**config.mk**
```make
export PLATFORM = sky130hd
export DESIGN_NAME = spi_master_sched_flat
export DESIGN_NICKNAME = d
export VERILOG_FILES = /design/src/rtl/spi_pkg.sv /design/src/rtl/spi_master_sched_if.sv /design/src/rtl/spi_rr_arbiter.sv /design/src/rtl/spi_master_sched.sv /design/src/flat_wrapper.sv
export SDC_FILE = /design/constraint.sdc
export NUM_CORES = 1
export LEC_CHECK = 0
export BUFFER_PORTS_ARGS = -buffer_cell sky130_fd_sc_hd__buf_4
export CAP_MARGIN = 20
export CORE_ASPECT_RATIO = 0.6
export CORE_MARGIN = 4
export CORE_UTILIZATION = 50
export DETAILED_ROUTE_END_ITERATION = 10
export GPL_TIMING_DRIVEN = 0
export MAX_ROUTING_LAYER = met4
export PLACE_DENSITY = 0.95
export REMOVE_ABC_BUFFERS = 1
export SLEW_MARGIN = 20
export SYNTH_ARGS = -nofsm -noshare
export SYNTH_HDL_FRONTEND = slang
export SYNTH_SLANG_ARGS = --single-unit
```
**constraint.sdc**
```tcl
create_clock -name clk -period 9.5 [get_ports clk]
set_input_delay 0.475 -clock clk [delete_from_list [all_inputs] [get_ports clk]]
set_output_delay 0.475 -clock clk [all_outputs]
set_load 0.005 [all_outputs]
```
**src/rtl/spi_pkg.sv**
```systemverilog
// Shared types and constants for the SPI master scheduler: transfer modes, FSM states and
// the per-requester descriptor layout.
package spi_pkg;

  localparam logic [1:0] MODE_RD     = 2'b00;
  localparam logic [1:0] MODE_WR     = 2'b01;
  localparam logic [1:0] MODE_CMD_RD = 2'b10;
  localparam logic [1:0] MODE_BAD    = 2'b11;

  localparam int unsigned CfgModeLsb     = 0;
  localparam int unsigned CfgCpolBit     = 2;
  localparam int unsigned CfgCphaBit     = 3;
  localparam int unsigned CfgWrWidthLsb  = 4;
  localparam int unsigned CfgRdWidthLsb  = 10;
  localparam int unsigned CfgRdTargetLsb = 16;

  typedef enum logic [2:0] {
    StIdle,
    StConfig,
    StStart,
    StRun,
    StRelease
  } sched_state_e;

  typedef struct packed {
    logic [15:0] rd_target_num;
    logic [5:0]  rd_width;
    logic [5:0]  wr_width;
    logic        cpha;
    logic        cpol;
    logic [1:0]  w_r_mode;
  } spi_cfg_t;

  // Write mode on an idle bus keeps the master's rx sampling counters cleared.
  localparam spi_cfg_t CfgPark = '{
    rd_target_num: 16'd0,
    rd_width:      6'd0,
    wr_width:      6'd0,
    cpha:          1'b0,
    cpol:          1'b0,
    w_r_mode:      MODE_WR
  };

  function automatic spi_cfg_t cfg_decode(input logic [31:0] word);
    spi_cfg_t c;
    c.w_r_mode      = word[CfgModeLsb +: 2];
    c.cpol          = word[CfgCpolBit];
    c.cpha          = word[CfgCphaBit];
    c.wr_width      = word[CfgWrWidthLsb +: 6];
    c.rd_width      = word[CfgRdWidthLsb +: 6];
    c.rd_target_num = word[CfgRdTargetLsb +: 16];
    return c;
  endfunction

  function automatic logic mode_reads(input logic [1:0] mode);
    return (mode == MODE_RD) || (mode == MODE_CMD_RD);
  endfunction

endpackage

```
**src/rtl/spi_master_sched_if.sv**
```systemverilog
// Bus between the scheduler and the shared SPI master: configuration, start/done strobes
// and the AXI-stream read-word channel.
interface spi_master_sched_if;
  logic        spi_cpol;
  logic        spi_cpha;
  logic [1:0]  spi_w_r_mode;
  logic [5:0]  spi_wr_width;
  logic [5:0]  spi_rd_width;
  logic [15:0] spi_rd_target_num;
  logic        spi_start;
  logic        spi_done;
  logic [31:0] s_axis_tdata;
  logic        s_axis_tvalid;
  logic        s_axis_tready;

  modport master (
    output spi_cpol, spi_cpha, spi_w_r_mode, spi_wr_width, spi_rd_width, spi_rd_target_num,
    output spi_start, s_axis_tready,
    input  spi_done, s_axis_tdata, s_axis_tvalid
  );

  modport slave (
    input  spi_cpol, spi_cpha, spi_w_r_mode, spi_wr_width, spi_rd_width, spi_rd_target_num,
    input  spi_start, s_axis_tready,
    output spi_done, s_axis_tdata, s_axis_tvalid
  );
endinterface

```
**src/rtl/spi_rr_arbiter.sv**
```systemverilog
// Combinational round-robin pick: searches upward from the requester after last_grant_i.
module spi_rr_arbiter #(
  parameter int unsigned NumReq = 4,
  parameter int unsigned IdxW   = 2
) (
  input  logic [NumReq-1:0] req_i,
  input  logic [IdxW-1:0]   last_grant_i,
  output logic [IdxW-1:0]   gnt_id_o,
  output logic              gnt_any_o
);

  logic [IdxW-1:0] idx;

  always_comb begin
    idx       = '0;
    gnt_id_o  = '0;
    gnt_any_o = 1'b0;
    for (int unsigned k = 1; k <= NumReq; k++) begin
      idx = IdxW'((32'(last_grant_i) + k) % NumReq);
      if (!gnt_any_o && req_i[idx]) begin
        gnt_any_o = 1'b1;
        gnt_id_o  = idx;
      end
    end
  end

endmodule

```
**src/rtl/spi_master_sched.sv**
```systemverilog
// Shares one SPI master between NUM_REQ requesters: round-robin grant, config drive, start
// strobe, read-word routing and release. Optional RUN watchdog: SPI_SCHED_TIMEOUT_EN.
module spi_master_sched
  import spi_pkg::*;
#(
  parameter int unsigned NUM_REQ        = 4,
  parameter int unsigned TIMEOUT_CYCLES = 65535
) (
  input  logic                   clk,
  input  logic                   rst_n,
  input  logic [NUM_REQ-1:0]     req_valid,
  output logic [NUM_REQ-1:0]     req_ready,
  input  logic [32*NUM_REQ-1:0]  req_cfg,
  spi_master_sched_if.master     spi,
  output logic [31:0]            rd_tdata,
  output logic [NUM_REQ-1:0]     rd_tvalid,
  input  logic [NUM_REQ-1:0]     rd_tready,
  output logic [2:0]             grant_id,
  output logic                   busy,
  output logic [NUM_REQ-1:0]     err
);

  localparam int unsigned IdxW = (NUM_REQ > 1) ? $clog2(NUM_REQ) : 1;

  sched_state_e      state_q;
  spi_cfg_t          out_q;
  spi_cfg_t          pick_cfg;
  logic [IdxW-1:0]   grant_q, last_q, pick_id;
  logic              pick_any;
  logic              busy_q, start_q, done_seen_q;
  logic [NUM_REQ-1:0] ready_q, err_q;
  logic [15:0]       rd_cnt_q, rd_cnt_d;
  logic              accept_en, hs, complete;

  // A requester whose accept pulse is still visible has not dropped valid yet.
  spi_rr_arbiter #(
    .NumReq (NUM_REQ),
    .IdxW   (IdxW)
  ) u_arb (
    .req_i        (req_valid & ~ready_q),
    .last_grant_i (last_q),
    .gnt_id_o     (pick_id),
    .gnt_any_o    (pick_any)
  );

  assign pick_cfg = cfg_decode(req_cfg[32*int'(pick_id) +: 32]);

  always_comb begin
    accept_en = (state_q == StRun) && mode_reads(out_q.w_r_mode) &&
                (rd_cnt_q != out_q.rd_target_num);
    spi.s_axis_tready = accept_en & rd_tready[grant_q];
    rd_tvalid = '0;
    if (accept_en) rd_tvalid[grant_q] = spi.s_axis_tvalid;
    rd_tdata = (state_q == StRun) ? spi.s_axis_tdata : 32'd0;
    hs       = spi.s_axis_tvalid & spi.s_axis_tready;
    rd_cnt_d = rd_cnt_q + 16'(hs);
    if (mode_reads(out_q.w_r_mode)) begin
      complete = (spi.spi_done | done_seen_q) && (rd_cnt_d == out_q.rd_target_num);
    end else begin
      complete = spi.spi_done;
    end
  end

`ifdef SPI_SCHED_TIMEOUT_EN
  logic [31:0] wd_q;
`else
  logic unused_timeout;
  assign unused_timeout = ^TIMEOUT_CYCLES;
`endif

  always_ff @(posedge clk or negedge rst_n) begin
    if (!rst_n) begin
      state_q     <= StIdle;
      out_q       <= CfgPark;
      grant_q     <= '0;
      last_q      <= IdxW'(NUM_REQ - 1);
      busy_q      <= 1'b0;
      start_q     <= 1'b0;
      done_seen_q <= 1'b0;
      ready_q     <= '0;
      err_q       <= '0;
      rd_cnt_q    <= '0;
`ifdef SPI_SCHED_TIMEOUT_EN
      wd_q        <= '0;
`endif
    end else begin
      ready_q <= '0;
      err_q   <= '0;
      start_q <= 1'b0;
      unique case (state_q)
        StIdle: begin
          if (pick_any) begin
            ready_q[pick_id] <= 1'b1;
            if (pick_cfg.w_r_mode == MODE_BAD) begin
              err_q[pick_id] <= 1'b1;
              last_q         <= pick_id;
            end else begin
              out_q   <= pick_cfg;
              grant_q <= pick_id;
              busy_q  <= 1'b1;
              state_q <= StConfig;
            end
          end
        end
        StConfig: state_q <= StStart;
        StStart: begin
          start_q     <= 1'b1;
          done_seen_q <= 1'b0;
          rd_cnt_q    <= '0;
`ifdef SPI_SCHED_TIMEOUT_EN
          wd_q        <= '0;
`endif
          state_q     <= StRun;
        end
        StRun: begin
          if (hs) rd_cnt_q <= rd_cnt_d;
          if (spi.spi_done) done_seen_q <= 1'b1;
`ifdef SPI_SCHED_TIMEOUT_EN
          wd_q <= hs ? 32'd0 : wd_q + 32'd1;
`endif
          if (complete) begin
            out_q   <= CfgPark;
            busy_q  <= 1'b0;
            state_q <= StRelease;
          end
`ifdef SPI_SCHED_TIMEOUT_EN
          else if (wd_q == 32'(TIMEOUT_CYCLES - 1)) begin
            err_q[grant_q] <= 1'b1;
            out_q          <= CfgPark;
            busy_q         <= 1'b0;
            state_q        <= StRelease;
          end
`endif
        end
        StRelease: begin
          last_q  <= grant_q;
          state_q <= StIdle;
        end
        default: state_q <= StIdle;
      endcase
    end
  end

  assign req_ready             = ready_q;
  assign err                   = err_q;
  assign busy                  = busy_q;
  assign grant_id              = 3'(grant_q);
  assign spi.spi_start         = start_q;
  assign spi.spi_cpol          = out_q.cpol;
  assign spi.spi_cpha          = out_q.cpha;
  assign spi.spi_w_r_mode      = out_q.w_r_mode;
  assign spi.spi_wr_width      = out_q.wr_width;
  assign spi.spi_rd_width      = out_q.rd_width;
  assign spi.spi_rd_target_num = out_q.rd_target_num;

endmodule

```
**src/flat_wrapper.sv**
```systemverilog
// flat-port wrapper written by rule: the top's interface ports become plain ports
module spi_master_sched_flat import spi_pkg::*;
#(
  parameter int unsigned NUM_REQ        = 4,
  parameter int unsigned TIMEOUT_CYCLES = 65535
)
  (clk, rst_n, req_valid, req_ready, req_cfg, rd_tdata, rd_tvalid, rd_tready, grant_id, busy, err, spi_spi_cpol, spi_spi_cpha, spi_spi_w_r_mode, spi_spi_wr_width, spi_spi_rd_width, spi_spi_rd_target_num, spi_spi_start, spi_s_axis_tready, spi_spi_done, spi_s_axis_tdata, spi_s_axis_tvalid);
  spi_master_sched_if spi_i ();
  input  logic clk;
  input  logic rst_n;
  input  logic [NUM_REQ-1:0] req_valid;
  output logic [NUM_REQ-1:0] req_ready;
  input  logic [32*NUM_REQ-1:0] req_cfg;
  output logic [31:0] rd_tdata;
  output logic [NUM_REQ-1:0] rd_tvalid;
  input  logic [NUM_REQ-1:0] rd_tready;
  output logic [2:0] grant_id;
  output logic busy;
  output logic [NUM_REQ-1:0] err;
  output wire logic [$bits(spi_i.spi_cpol)-1:0] spi_spi_cpol;
  output wire logic [$bits(spi_i.spi_cpha)-1:0] spi_spi_cpha;
  output wire logic [$bits(spi_i.spi_w_r_mode)-1:0] spi_spi_w_r_mode;
  output wire logic [$bits(spi_i.spi_wr_width)-1:0] spi_spi_wr_width;
  output wire logic [$bits(spi_i.spi_rd_width)-1:0] spi_spi_rd_width;
  output wire logic [$bits(spi_i.spi_rd_target_num)-1:0] spi_spi_rd_target_num;
  output wire logic [$bits(spi_i.spi_start)-1:0] spi_spi_start;
  output wire logic [$bits(spi_i.s_axis_tready)-1:0] spi_s_axis_tready;
  input wire logic [$bits(spi_i.spi_done)-1:0] spi_spi_done;
  input wire logic [$bits(spi_i.s_axis_tdata)-1:0] spi_s_axis_tdata;
  input wire logic [$bits(spi_i.s_axis_tvalid)-1:0] spi_s_axis_tvalid;
  assign spi_spi_cpol = spi_i.spi_cpol;
  assign spi_spi_cpha = spi_i.spi_cpha;
  assign spi_spi_w_r_mode = spi_i.spi_w_r_mode;
  assign spi_spi_wr_width = spi_i.spi_wr_width;
  assign spi_spi_rd_width = spi_i.spi_rd_width;
  assign spi_spi_rd_target_num = spi_i.spi_rd_target_num;
  assign spi_spi_start = spi_i.spi_start;
  assign spi_s_axis_tready = spi_i.s_axis_tready;
  assign spi_i.spi_done = spi_spi_done;
  assign spi_i.s_axis_tdata = spi_s_axis_tdata;
  assign spi_i.s_axis_tvalid = spi_s_axis_tvalid;
  spi_master_sched #(.NUM_REQ(NUM_REQ), .TIMEOUT_CYCLES(TIMEOUT_CYCLES)) u_core (.clk(clk), .rst_n(rst_n), .req_valid(req_valid), .req_ready(req_ready), .req_cfg(req_cfg), .spi(spi_i), .rd_tdata(rd_tdata), .rd_tvalid(rd_tvalid), .rd_tready(rd_tready), .grant_id(grant_id), .busy(busy), .err(err));
endmodule
```
==> flow_summary_export.csv, run 1 <==
group,metric,value,unit
outcome,status,"finished, final reports clean",
floorplanning,dieArea,0.01142,mm²
finish,drive_above_1_share,38.38,%
setup_path,path_class,"flip-flop to flip-flop",
clock_tree,clk_latency,0.34,ns
setup_path,cp_max_fo,26,
detailed_routing,drc_errors,0,
logic_synthesis,netlist_top_cells_area,"dfrtp_1 (32%), mux2i_1 (8.0%), a22o_1 (5.8%), a211oi_1 (5.1%), nor2b_1 (4.9%)",
logic_synthesis,synth_seq_cells,66,
clock_tree,ctsResizeCount,0,
logic_synthesis,netlist.top_cell.by_area,"dfrtp_1",
setup_path,crit_path_end_kind,"flip-flop",
setup_path,arrival,5.52,ns
finish,antenna_cells,0,
floorplanning,core,0.009324,mm²
setup_path,critPathSlowestCell,"a2111oi_0",
clock_tree,clock-sinks,66,
logic_synthesis,synth_compound_area_share,22.64,%
finish,fill_cells,669,
power,vdd_drop_max,175.1,µV
timing,fin_skew,0.004596,ns
place,dp.final_hpwl,13190,µm
detailed_routing,wl_met3,1541,µm
setup_path,slowest_delay,0.78,ns
global_route,grt_pass1_vias,5336,
place,place_congestion,0.9169,
logic_synthesis,syn_inst,536,
logic_synthesis,ys_warn_count,0,
floorplanning,die_h,84.40,µm
finish,syn_to_final_growth,47.18,%
logic_synthesis,synthSimpleGateAreaFrac,23.41,%
timing,min_period_over_period,55.80,%
clock_tree,clk_path_buf_depth,2,
global_route,grt_pass1_wl,26610,µm
place,io_buffers,252,
timing,clock.fmax,188.6,MHz
clock_tree,cts_tree,"yes",
detailed_routing,wl_per_cell,18.98,µm
detailed_routing,ant_nets,0,
hold_path,hold_class,"primary input to asynchronous set/reset pin",
detailed_routing,maxUsedRoutingLayer,"met4",
timing,slew_violations,0,
global_route,grt_overflow,0,
finish,nets,935,
logic_synthesis,synth_top_area_share,32.42,%
floorplanning,rows,27,
logic_synthesis,ys_async_sr_fraction,100.0,%
logic_synthesis,syn_avg_cell_area,9.074,µm²
clock_tree,cts_buffers,9,
floorplanning,pin_count,254,
timing,rsz0062_at_grt,"no",
detailed_routing,routedLengthMet1,6817,µm
timing,slew_headroom,38.28,%
place,placedCellCount,880,
setup_path,worst-path-buf-inv,3,
detailed_routing,num_vias,5270,
global_route,grt_use_total,30.08,%
clock_tree,htree_num_levels,3,
floorplanning,fp.dieW,135.3,µm
clock_tree,cts-hold-fix-buffers,0,
logic_synthesis,ys_types,68,
setup_path,cpLargestDelayFamily,"compound AO/OA/AOI/OAI gates",
logic_synthesis,seq_area_frac_synth,34.04,%
timing,fin_crit,5.301,ns
finish,instances_no_fill,896,
timing,setup_tns,0,ns
global_route,grt_max_degree,67,
clock_tree,cts.clk_slew.worst_paths,0.05,ns
power,p_per_area,279.0,mW/mm²
detailed_routing,drt_first_iter_violations,432,
setup_path,crit_required,9.72,ns
setup_path,cp_cell_sequence,"xnor2_1 -> nand4_1 -> or4_1 -> o2111ai_2 -> buf_6 -> inv_1 -> ha_1 -> xor2_1 -> a2111oi_0 -> nand4b_1 -> nor4_4 -> o221ai_4 -> buf_16 -> a22o_1",
detailed_routing,met2WireLength,8135,µm
global_route,antenna_found_initial,0,
clock_tree,cts_setup_buffers,0,
run,cap_violations,0,
logic_synthesis,synthAdderAreaFrac,0.5145,%
clock_tree,ctsRootBufferMaster,"clkbuf_16",
setup_path,startpoint_type,"flip-flop",
logic_synthesis,synth_top_family_by_area,"simple AND/OR/NAND/NOR gates",
logic_synthesis,synth_area,0.004863,mm²
logic_synthesis,yosysMostFrequentCell,"dfrtp_1",
power,leakagePower,0.003393,µW
logic_synthesis,netlist_top_cells_count,"dfrtp_1 (63), a21oi_1 (42), mux2i_1 (39)",
detailed_routing,postRouteWirelength,17000,µm
logic_synthesis,synth_edf_count,0,
logic_synthesis,synth-xor-area-share,4.682,%
detailed_routing,routed_via_density,5.882,
detailed_routing,dr.pass1.iters,5,
timing,hold_viol_final,0,
timing,tightest_slew,0.9025,ns
logic_synthesis,muxShareOfSynthArea,9.416,%
floorplanning,start_util,52.16,%
logic_synthesis,synth_flop_cell,"dfrtp_1",
timing,setup_violations,0,
-- kinds of logic (layout without fill, tap and decap cells) --
kind of cell | count (synthesis) | after routing
adders and majority gates | 2 | 2
AOI/OAI and AO/OA | 159 | 159
and+or+nand+nor | 186 | 186
DFF | 66 | 66
muxes | 44 | 44
other | 1 | 1
buffers and inverters | 52 | 282
xor gates and xnor gates | 26 | 26
-- worst reg2reg max path, cell delays in order, from the launching register on --
cell and delay (ns):
dfrtp_1 0.42, xnor2_1 0.30, nand4_1 0.13, or4_1 0.57, o2111ai_2 0.64, buf_6 0.24, inv_1 0.15, ha_1 0.34
xor2_1 0.15, a2111oi_0 0.78, nand4b_1 0.25, nor4_4 0.41, o221ai_4 0.27, buf_16 0.26, a22o_1 0.26
-- state kept, by name, summed over array words and instances, names as in the netlist --
register / cells
u_core.state_q: 3
u_core.spi.spi_cpha: 1
u_core.err: 4
u_core.spi.spi_start: 1
u_core.spi.spi_cpol: 1
u_core.spi.spi_w_r_mode: 2
u_core.req_ready: 4
u_core.rd_cnt_q: 16
u_core.done_seen_q: 1
u_core.spi.spi_rd_width: 6
u_core.busy: 1
u_core.last_q: 2
u_core.spi.spi_rd_target_num: 16
u_core.spi.spi_wr_width: 6
u_core.grant_q: 2
-- where the power goes --
part / switching [µW] / internal [µW]
logic: 617 / 580
clock network: 125 / 202
registers: 97.4 / 375
-- cell usage in the layout (no fill, tap or decap), types with 3 or more instances in the layout --
| master | netlist | layout |
|---|---|---|
| nand3_1 | 4 | 4 |
| nand4b_1 | 3 | 3 |
| and2_1 | 36 | 36 |
| o21ai_0 | 20 | 20 |
| dfstp_2 | 3 | 3 |
| nor2b_1 | 38 | 38 |
| nor3_1 | 13 | 13 |
| nand2b_1 | 7 | 7 |
| a21oi_1 | 42 | 42 |
| xnor2_1 | 14 | 14 |
| buf_4 | 6 | 252 |
| xor2_1 | 12 | 12 |
| inv_1 | 8 | 8 |
| nand4_1 | 7 | 7 |
| a22o_1 | 32 | 32 |
| clkinv_2 | 0 | 3 |
| a211oi_1 | 33 | 33 |
| and3_1 | 5 | 5 |
| buf_16 | 0 | 3 |
| o21a_1 | 3 | 3 |
| clkbuf_16 | 0 | 9 |
| o31ai_1 | 7 | 7 |
| mux2i_1 | 39 | 39 |
| nor2_1 | 22 | 21 |
| dfrtp_1 | 63 | 63 |
| or3_1 | 4 | 4 |
| nor4_1 | 7 | 7 |
| nand2_1 | 16 | 16 |
| nor3b_1 | 5 | 5 |
-- stage by stage --
step / util [%] / area, µm² / total power, µW / hold WS, ns / setup WS (ns)
floorplan: - / 4639 / 1165 / 0.1794 / 2.627
global placement: 71.79 / 6694 / 1568 / 0.4801 / 0.9058
detailed placement: 73.58 / 6860 / 1654 / 0.4751 / 4.365
CTS: 76.74 / 7156 / 1994 / 0.2727 / 4.336
global route: 76.77 / 7158 / 2118 / 0.3185 / 3.970
finish: 76.77 / 7158 / 1997 / 0.2343 / 4.199
-- layout make-up --
class	instances	area (µm²)	share of cell area (%)
sequential	66	1655	23.13
multi-input combinational	418	2989	41.76
timing repair buffer	258	2026	28.30
clock inverter	7	70.07	0.9788
clock buffer	9	225.2	3.146
inverter	8	30.03	0.4195
tap	130	162.7	2.272
-- layer usage --
layer / global-route usage, % / vias up
li1: - / 2431
met1: 36.27 / 2506
met2: 48.96 / 292
met3: 7.485 / 41
met4: 11.25 / 0
met5: - / -
-- final timing paths --
path	from	to	slack [ns]	depth (start not counted)
worst max register to register	u_core.spi.spi_rd_target_num[12]$_DFFE_PN0P_	u_core.spi.spi_rd_target_num[13]$_DFFE_PN0P_	4.20	14
max in group asynchronous	rst_n	u_core.busy$_DFFE_PN0P_	8.71	1
min in group clk	spi_spi_done	u_core.done_seen_q$_DFFE_PN0P_	0.43	3
worst min register to register	u_core.busy$_DFFE_PN0P_	u_core.busy$_DFFE_PN0P_	0.49	1
worst max-delay path	u_core.spi.spi_rd_target_num[12]$_DFFE_PN0P_	u_core.spi.spi_rd_target_num[13]$_DFFE_PN0P_	4.20	14
worst min-delay path	rst_n	u_core.spi.spi_rd_target_num[14]$_DFFE_PN0P_	0.23	1
Note: power is estimated with default switching activity, not from simulation.
==> run 2, diff against run 1 <==
- CORE_UTILIZATION: 50 -> 42
- PLACE_DENSITY: 0.95 -> 0.87
- clock period: 9.5 -> 4.7 ns (I/O delays scaled with it)
==> flow_summary_export.csv, run 2 (synthesis results as in run 1) <==
group,metric,value,unit
power,p_per_area,552.7,mW/mm²
floorplanning,die_h,91.36,µm
finish,nets,936,
detailed_routing,wl_per_cell,17.84,µm
finish,antenna_cells,0,
floorplanning,fp.dieW,146.9,µm
setup_path,path_class,"flip-flop to flip-flop",
floorplanning,dieArea,0.01342,mm²
timing,setup_violations,0,
finish,final_common_cell,"buf_4",
floorplanning,start_util,43.05,%
timing,fin_crit,4.493,ns
clock_tree,clk_path_buf_depth,2,
global_route,grt_pass1_vias,5145,
clock_tree,clock-sinks,66,
finish,drive_above_1_share,39.37,%
place,dp.final_hpwl,12990,µm
timing,tightest_slew,0.9337,ns
place,placedCellCount,910,
global_route,antenna_found_initial,0,
place,place_congestion,0.9144,
finish,mostFrequentLayoutCells,"buf_4 (253), dfrtp_1 (62), a21oi_1 (42), mux2i_1 (39), nor2b_1 (38)",
timing,hold_ws,0.0006865,ns
timing,setup_tns,0,ns
clock_tree,htree_num_levels,3,
clock_tree,cts.clk_slew.worst_paths,0.05,ns
timing,hold_viol_final,0,
run,cap_violations,0,
clock_tree,cts-hold-fix-buffers,0,
power,vdd_drop_max,312.5,µV
timing,slew_violations,0,
global_route,grt_max_degree,67,
hold_path,hold_class,"primary input to asynchronous set/reset pin",
floorplanning,core,0.01130,mm²
place,io_buffers,252,
global_route,grt_pass1_wl,26100,µm
detailed_routing,drt_first_iter_violations,226,
finish,fill_cells,917,
detailed_routing,drc_errors,0,
detailed_routing,num_vias,5184,
power,leakagePower,0.003404,µW
timing,fin_skew,0.005246,ns
finish,instances_no_fill,927,
setup_path,startpoint_type,"flip-flop",
clock_tree,ctsRootBufferMaster,"clkbuf_16",
clock_tree,cts_tree,"yes",
clock_tree,clk_latency,0.34,ns
finish,syn_to_final_growth,49.22,%
detailed_routing,postRouteWirelength,16540,µm
outcome,status,"finished, final reports clean",
timing,slew_headroom,36.88,%
setup_path,crit_required,4.92,ns
floorplanning,pin_count,254,
detailed_routing,routed_via_density,5.592,
finish,finish.utilization,64.23,%
timing,rsz0062_at_grt,"no",
timing,clock.fmax,222.5,MHz
global_route,grt_overflow,0,
detailed_routing,dr.pass1.iters,5,
setup_path,crit_path_end_kind,"flip-flop",
global_route,grt_use_total,24.51,%
floorplanning,rows,30,
detailed_routing,ant_nets,0,
clock_tree,cts_buffers,9,
timing,min_period_over_period,95.61,%
setup_path,cp_max_fo,27,
setup_path,arrival,4.71,ns
[run 2: per-layer routing]
metal | routed length (µm) | track usage, % | share of wire, %
met1 | 6862 | 30.71 | 41
met2 | 8040 | 41.13 | 49
met3 | 1460 | 6.085 | 8.8
met4 | 178 | 4.109 | 1.1
met5 | 0 | - | 0
[run 2: critical path, cell delays in order, from the launching register on]
cell       delay [ns]
dfrtp_1          0.41
xnor2_1          0.29
nand4_1          0.14
or4_1            0.60
o2111ai_4        0.26
buf_8            0.19
inv_1            0.17
ha_1             0.30
nand3_2          0.23
o21ai_0          0.17
a221oi_2         0.30
nand4b_1         0.19
nor4_4           0.40
o221ai_4         0.24
buf_16           0.24
a22o_1           0.24
[run 2: timing repair]
| item | 4_1_cts | 5_1_grt |
|---|---|---|
| buffers inserted | 1 | 0 |
| resized for setup | 3 | 6 |
| endpoints found under the setup margin | 30 | 27 |
| pin swaps | 1 | 0 |
[run 2: where the power goes]
part | switching, µW | internal [µW] | leakage, µW | total [µW]
logic | 1210 | 1180 | 0.00240 | 2390
clock network | 258 | 409 | 0.000145 | 667
registers | 197 | 757 | 0.000861 | 954
[run 2: final cells by class]
type	count	area, µm²	share of cell area [%]
multi-input combinational	418	3038	41.86
timing repair buffer	259	2037	28.07
sequential	66	1657	22.83
clock buffer	9	225.2	3.103
tap	160	200.2	2.759
clock inverter	7	70.07	0.9655
inverter	8	30.03	0.4138
[run 2: worst paths after layout]
kind / start / end / slack (ns) / cells after the start
min: rst_n / u_core.spi.spi_rd_target_num[4]$_DFFE_PN0P_ / 0.0007 / 1
max reg2reg: u_core.spi.spi_rd_target_num[15]$_DFFE_PN0P_ / u_core.spi.spi_rd_width[5]$_DFFE_PN0P_ / 0.21 / 15
min reg2reg: u_core.rd_cnt_q[15]$_DFFE_PN0P_ / u_core.rd_cnt_q[15]$_DFFE_PN0P_ / 0.49 / 1
max: u_core.spi.spi_rd_target_num[15]$_DFFE_PN0P_ / u_core.spi.spi_rd_width[5]$_DFFE_PN0P_ / 0.21 / 15
max in group asynchronous: rst_n / u_core.rd_cnt_q[3]$_DFFE_PN0P_ / 4.12 / 1
min in group clk: spi_spi_done / u_core.done_seen_q$_DFFE_PN0P_ / 0.18 / 3
[run 2: metrics by stage]
stage | power, µW | setup WS (ns) | instance area, µm²
2_1_floorplan | 2354 | -2.137 | 4639
3_3_place_gp | 3114 | -3.559 | 6731
3_5_place_dp | 3324 | -0.2118 | 6902
4_1_cts | 4017 | 0.1069 | 7224
5_1_grt | 4292 | 0.001495 | 7257
6_report | 4011 | 0.2065 | 7257
